--- config.mk ---
export PLATFORM = sky130hd
export DESIGN_NAME = hssl_link_controller
export DESIGN_NICKNAME = d
export VERILOG_FILES = /design/src/rtl/hssl_link_controller.sv
export SDC_FILE = /design/constraint.sdc
export NUM_CORES = 1
export LEC_CHECK = 0
export CAP_MARGIN = 20
export CORE_MARGIN = 3
export CORE_UTILIZATION = 30
export DETAILED_ROUTE_END_ITERATION = 16
export GPL_TIMING_DRIVEN = 0
export PLACE_DENSITY = 0.76
export SLEW_MARGIN = 10
export SYNTH_ARGS = -nofsm -noshare
export SYNTH_HDL_FRONTEND = slang
export SYNTH_SLANG_ARGS = --single-unit
export TNS_END_PERCENT = 10
--- constraint.sdc ---
create_clock -name clk -period 3.25 [get_ports clk]
set_input_delay 0.4875 -clock clk [delete_from_list [all_inputs] [get_ports clk]]
set_output_delay 0.4875 -clock clk [all_outputs]
set_load 0.01 [all_outputs]
--- src/rtl/hssl_link_controller.sv ---
// Bring-up and recovery sequencer for one HSSL link: transceiver reset, sync/handshake
// wait, retry with backoff, fault latching, and gating of one outgoing packet stream.
module hssl_link_controller #(
  parameter int unsigned RST_CYCLES     = 16,
  parameter int unsigned SYNC_TIMEOUT   = 1024,
  parameter int unsigned HSHAKE_TIMEOUT = 4096,
  parameter int unsigned BACKOFF_CYCLES = 256,
  parameter int unsigned MAX_RETRIES    = 8,
  parameter int unsigned PACKET_BITS    = 72,
  parameter bit          DROP_WHEN_DOWN = 1'b0
) (
  input  logic                   clk,
  input  logic                   reset,
  input  logic                   enable_in,
  input  logic [1:0]             loss_of_sync_state_in,
  input  logic                   handshake_complete_in,
  input  logic                   version_mismatch_in,
  output logic                   gt_reset_out,
  output logic                   stop_out,
  output logic                   link_up_out,
  output logic                   fault_out,
  output logic [2:0]             state_out,
  output logic [7:0]             fail_cnt_out,
  output logic [15:0]            link_drops_out,
  input  logic [PACKET_BITS-1:0] pkt_data_in,
  input  logic                   pkt_vld_in,
  output logic                   pkt_rdy_out,
  output logic [PACKET_BITS-1:0] pkt_data_out,
  output logic                   pkt_vld_out,
  input  logic                   pkt_rdy_in
);

  localparam int unsigned MAX_AB  = (RST_CYCLES > SYNC_TIMEOUT) ? RST_CYCLES : SYNC_TIMEOUT;
  localparam int unsigned MAX_CD  = (HSHAKE_TIMEOUT > BACKOFF_CYCLES) ? HSHAKE_TIMEOUT : BACKOFF_CYCLES;
  localparam int unsigned MAX_ALL = (MAX_AB > MAX_CD) ? MAX_AB : MAX_CD;
  localparam int unsigned TIMER_W = $clog2(MAX_ALL) + 1;

  typedef enum logic [2:0] {
    ST_IDLE        = 3'd0,
    ST_RESET_GT    = 3'd1,
    ST_WAIT_SYNC   = 3'd2,
    ST_WAIT_HSHAKE = 3'd3,
    ST_LINK_UP     = 3'd4,
    ST_BACKOFF     = 3'd5,
    ST_FAULT       = 3'd6
  } state_t;

  state_t               state_q, state_nxt;
  logic [TIMER_W-1:0]   timer_q, timer_nxt;
  logic [7:0]           fail_cnt_q, fail_cnt_nxt, fail_inc;
  logic [15:0]          link_drops_q, link_drops_nxt;
  logic                 gt_reset_nxt, stop_nxt, link_up_nxt, fault_nxt;
  logic                 do_fail;
  logic                 synced;

  // Next-state, counters and decoded status outputs
  always_comb begin
    state_nxt      = state_q;
    timer_nxt      = timer_q;
    fail_cnt_nxt   = fail_cnt_q;
    link_drops_nxt = link_drops_q;
    do_fail        = 1'b0;
    synced         = (loss_of_sync_state_in == 2'b00);
    fail_inc       = (fail_cnt_q == 8'hFF) ? 8'hFF : fail_cnt_q + 8'd1;

    if (!enable_in) begin
      state_nxt = ST_IDLE;
    end else begin
      case (state_q)
        ST_IDLE:     state_nxt = ST_RESET_GT;
        ST_RESET_GT: if (timer_q == TIMER_W'(RST_CYCLES - 1)) state_nxt = ST_WAIT_SYNC;
        ST_WAIT_SYNC: begin
          if (synced) state_nxt = ST_WAIT_HSHAKE;
          else if (timer_q == TIMER_W'(SYNC_TIMEOUT - 1)) do_fail = 1'b1;
        end
        ST_WAIT_HSHAKE: begin
          if (version_mismatch_in) state_nxt = ST_FAULT;
          else if (!synced) do_fail = 1'b1;
          else if (handshake_complete_in) state_nxt = ST_LINK_UP;
          else if (timer_q == TIMER_W'(HSHAKE_TIMEOUT - 1)) do_fail = 1'b1;
        end
        ST_LINK_UP: begin
          if (!synced || !handshake_complete_in) begin
            do_fail        = 1'b1;
            link_drops_nxt = (link_drops_q == 16'hFFFF) ? 16'hFFFF : link_drops_q + 16'd1;
          end
        end
        ST_BACKOFF:  if (timer_q == TIMER_W'(BACKOFF_CYCLES - 1)) state_nxt = ST_RESET_GT;
        ST_FAULT:    state_nxt = ST_FAULT;
        default:     state_nxt = ST_IDLE;
      endcase
    end

    if (do_fail) begin
      fail_cnt_nxt = fail_inc;
      if ((MAX_RETRIES != 0) && (32'(fail_inc) >= MAX_RETRIES)) state_nxt = ST_FAULT;
      else state_nxt = ST_BACKOFF;
    end

    if ((state_nxt == ST_IDLE) || (state_nxt == ST_LINK_UP)) fail_cnt_nxt = 8'd0;

    // Timer restarts on every state entry and runs only in the timed states
    if (state_nxt != state_q) begin
      timer_nxt = '0;
    end else if ((state_q == ST_RESET_GT) || (state_q == ST_WAIT_SYNC) ||
                 (state_q == ST_WAIT_HSHAKE) || (state_q == ST_BACKOFF)) begin
      timer_nxt = timer_q + TIMER_W'(1);
    end

    gt_reset_nxt = (state_nxt == ST_IDLE) || (state_nxt == ST_RESET_GT) ||
                   (state_nxt == ST_BACKOFF) || (state_nxt == ST_FAULT);
    stop_nxt     = (state_nxt != ST_LINK_UP);
    link_up_nxt  = (state_nxt == ST_LINK_UP);
    fault_nxt    = (state_nxt == ST_FAULT);
  end

  always_ff @(posedge clk or posedge reset) begin
    if (reset) begin
      state_q      <= ST_IDLE;
      timer_q      <= '0;
      fail_cnt_q   <= 8'd0;
      link_drops_q <= 16'd0;
      gt_reset_out <= 1'b1;
      stop_out     <= 1'b1;
      link_up_out  <= 1'b0;
      fault_out    <= 1'b0;
    end else begin
      state_q      <= state_nxt;
      timer_q      <= timer_nxt;
      fail_cnt_q   <= fail_cnt_nxt;
      link_drops_q <= link_drops_nxt;
      gt_reset_out <= gt_reset_nxt;
      stop_out     <= stop_nxt;
      link_up_out  <= link_up_nxt;
      fault_out    <= fault_nxt;
    end
  end

  assign state_out      = state_q;
  assign fail_cnt_out   = fail_cnt_q;
  assign link_drops_out = link_drops_q;

  // Packet gate: pass-through when up, stall or discard when down
  assign pkt_data_out = pkt_data_in;
  assign pkt_vld_out  = link_up_out & pkt_vld_in;
  assign pkt_rdy_out  = link_up_out ? pkt_rdy_in : DROP_WHEN_DOWN;

endmodule

==> results by group <==
Outcome
  • Outcome: finished, final reports clean

Logic synthesis
  • Cells after Synth: about 340
  • #FFs+latches synth: 44
  • Yosys top cell by area: dfrtp_1
  • Yosys top cell area share: 0.336
  • Most frequent cells after synthesis: buf_4, dfrtp_1, nand2_1
  • Syn Nets: ~430
  • Avg Cell Area, Syn: about 9.2 um^2
  • Synth top area cells: dfrtp_1, buf_4, nand2_1
  • Post-synth EDFFs: 0
  • Post-synthesis cell type count: 57
  • Yosys Warn Count: 0
  • Most frequent cell after synthesis: buf_4
  • Async SR Flop Fraction: 1.00
  • Synth Cell Area: 3130 um^2
  • Seq/Total Area, Yosys: 0.353
  • Main synth FF type: dfrtp_1

Final layout
  • Nets: ~550
  • Area of the multi-input gates: 1370 um^2
  • FF+latch area: between 1000 and 1500 um^2
  • Inserted Diodes: 0
  • Fillers: approximately 930
  • Layout area overhead: 44.9%
  • Fin cells: approximately 600
  • Share of cells above drive strength 1: 0.255

Pwr
  • P_sw: roughly 0.66 mW
  • Power per cell area: roughly 400 nW/um^2
  • Reg power frac: 0.360
  • Power Internal: around 1.2 mW
  • Peak VDD IR: about 0.00023 V
  • Gate power share: 0.459
  • Leakage: 2.03 nW
  • Switching share of power: 0.362
  • Clock group share of total power: 0.180
  • Total power draw: approximately 1.8 mW

STA
  • Final setup violation count: 0
  • Hold slack: ~0.53 ns
  • RSZ-0062 raised after global routing: no
  • Final min period: 2.83 ns
  • Max Fclk: between 0.3 and 0.4 GHz
  • Final hold viol count: 0
  • Setup TNS Final: 0 ns
  • Worst Tran Pin Value: 0.584 ns
  • Clk_skew: roughly 0.008 ns
  • Relative slew slack: 0.610
  • Max-slew violations: 0
  • Final Cycle Share: 0.870

Critical path
  • Arr. time, crit path: 3.01 ns
  • Worst reg2reg setup slack: 0.77 ns
  • Crit-path cells: clkdlybuf4s50_1 > nor3b_2 > nor4b_2 > buf_6 > or2_4 > a21oi_4 > mux2i_2 > xnor2_2 > buf_6 > nor3_2
  • Setup Crit Path Kind: in2reg
  • CP Capture Type: flop
  • CP dominant cell by count: buf_6
  • Crit-path max cell delay: 0.43 ns
  • Reg2Reg Depth: 8
  • Startpoint types: input port
  • Reg2reg end: timer_q[11]$_DFFE_PP0P_
  • CP max-delay cell: clkdlybuf4s50_1
  • CP max FO: 10
  • Worst r2r src: timer_q[0]$_DFFE_PP0P_
  • Worst endpoint required time: approximately 3.4 ns

Clock network
  • TritonCTS Buffers: 5
  • Longest Clk Path Bufs: 2
  • Hold buffer count at cts: 0
  • CTS Sinks: 44
  • Root Buffer Master: clkbuf_8
  • Resized cells post-CTS: 0
  • Clk pin slew, worst setup/hold paths: about 0.080 ns
  • H-Tree Depth: 2
  • Number of buffers added for setup after CTS: 0
  • Skew-Pair Late Insertion Delay: approximately 0.3 ns
  • CTS tree: yes

Floorplan
  • FP Rows: 36
  • # IOs: about 190
  • Die ar.: 11700 um^2
  • Die Y: 108 um
  • Core Box Area: 9950 um^2
  • Initial Util: 0.314
  • Die width: 108 um

Drt
  • Routed Antenna Nets: 0
  • 1st-pass router iterations: 4
  • Residual DRC count: 0
  • DRT iter0 DRCs: between 100 and 150
  • Vias per inst: 4.58
  • Post-Route WL: 7540 um
  • Via count: 2729
  • Routed len/inst: ~13 um

Hold path
  • HP Class: in2async

Placed design
  • # port buffers: 113
  • Cells after DPL: between 500 and 600
  • DP Wirelength: 6160 um
  • Gpl congestion: about 0.84

Job
  • Max cap viols: 0

Global route
  • Total track usage: 0.123
  • GR Overflow Total: 0
  • Number of global-route vias before repair: around 2600
  • Initial antenna violation count: 0
  • Largest net degree at the start of global routing: 25
  • First-pass GRT wire length: about 12000 um
[per-layer routing]
| metal | GRT usage | share of wire |
|---|---|---|
| met4 | 0.0343 | 0.0089 |
| met2 | 0.220 | 0.51 |
| met3 | 0.0281 | 0.090 |
| met1 | 0.149 | 0.39 |
| met5 | 0 | 0 |
[worst max-delay path by stage]
stage	startpoint	end	slack, ns	cells after the start
global route	loss_of_sync_state_in[1]	fail_cnt_out[2]$_DFFE_PP0P_	0.25	9
finish	loss_of_sync_state_in[1]	timer_q[11]$_DFFE_PP0P_	0.42	10
global placement	loss_of_sync_state_in[1]	timer_q[4]$_DFFE_PP0P_	0.19	10
CTS	loss_of_sync_state_in[1]	timer_q[11]$_DFFE_PP0P_	0.45	10
floorplan	loss_of_sync_state_in[1]	timer_q[0]$_DFFE_PP0P_	0.93	9
detailed placement	loss_of_sync_state_in[1]	timer_q[11]$_DFFE_PP0P_	0.16	10
[worst max-delay path, delay by kind of cell]
kind	cells	cell delay [ns]
xor gates and xnor gates	1	0.20
and+or+nand+nor	4	0.87
muxes	1	0.36
AOI/OAI and AO/OA	1	0.28
buffers and inverters	3	0.81
[sequential cells by signal, summed over array words and instances (netlist names)]
signal          count
timer_q            13
link_up_out         1
fault_out           1
link_drops_out     16
gt_reset_out        1
fail_cnt_out        8
stop_out            1
state_out           3
[placed cells by master (no fill, tap or decap), types with 3 or more instances in the layout]
master           count
a31oi_1              3
nor3_2              10
clkdlybuf4s50_1    113
and3_1               5
nor2_1              23
o21ai_0             10
clkbuf_1             5
buf_6                3
buf_4               73
nand3_1              8
dfrtp_1             42
xor2_1              16
clkbuf_8             5
inv_1               12
ha_1                 3
nor3_1               6
a21oi_1              5
xnor2_1             10
nand2_1             42
nand4_1             10
and2_1               5
[through the flow]
step / instance area, um^2 / setup WS (ns) / utilization
floorplan: 3130 / 0.932 / -
global placement: 4430 / 0.187 / 0.445
detailed placement: 4460 / 0.160 / 0.448
CTS: 4540 / 0.449 / 0.456
global route: 4540 / 0.247 / 0.456
finish: 4540 / 0.423 / 0.456
[layout make-up]
type                            instances  area share
Timing Repair Buffer                  114       0.255
Clock inverter                          1     0.00110
Tap cell                              133      0.0367
Multi-Input combinational cell        204       0.302
Inverter                               13      0.0108
Clock buffer                            7      0.0168
Sequential cell                        44       0.243
Buffer                                 80       0.134
[kinds of logic (layout without fill, tap and decap cells)]
logic type / count (synthesis) / in the layout / share of synthesized area
flip-flops: 44 / 44 / 0.353
AND/OR/NAND/NOR: 135 / 135 / 0.249
XOR/XNOR: 27 / 27 / 0.0779
AO/OA/AOI/OAI: 35 / 35 / 0.0843
buffers and inverters: 93 / 215 / 0.210
multiplexers: 4 / 4 / 0.0144
adder cells (fa/ha/maj): 3 / 3 / 0.0120
[power by group through the flow]
stage          combinational, mW  clock (mW)  sequential (mW)
2_1_floorplan              0.547           0            0.672
3_3_place_gp               0.820           0            0.666
3_5_place_dp               0.844           0            0.667
4_1_cts                    0.847       0.341            0.656
5_1_grt                    0.913       0.364            0.667
6_report                   0.837       0.328            0.657
(Power assumes the default switching activity.)
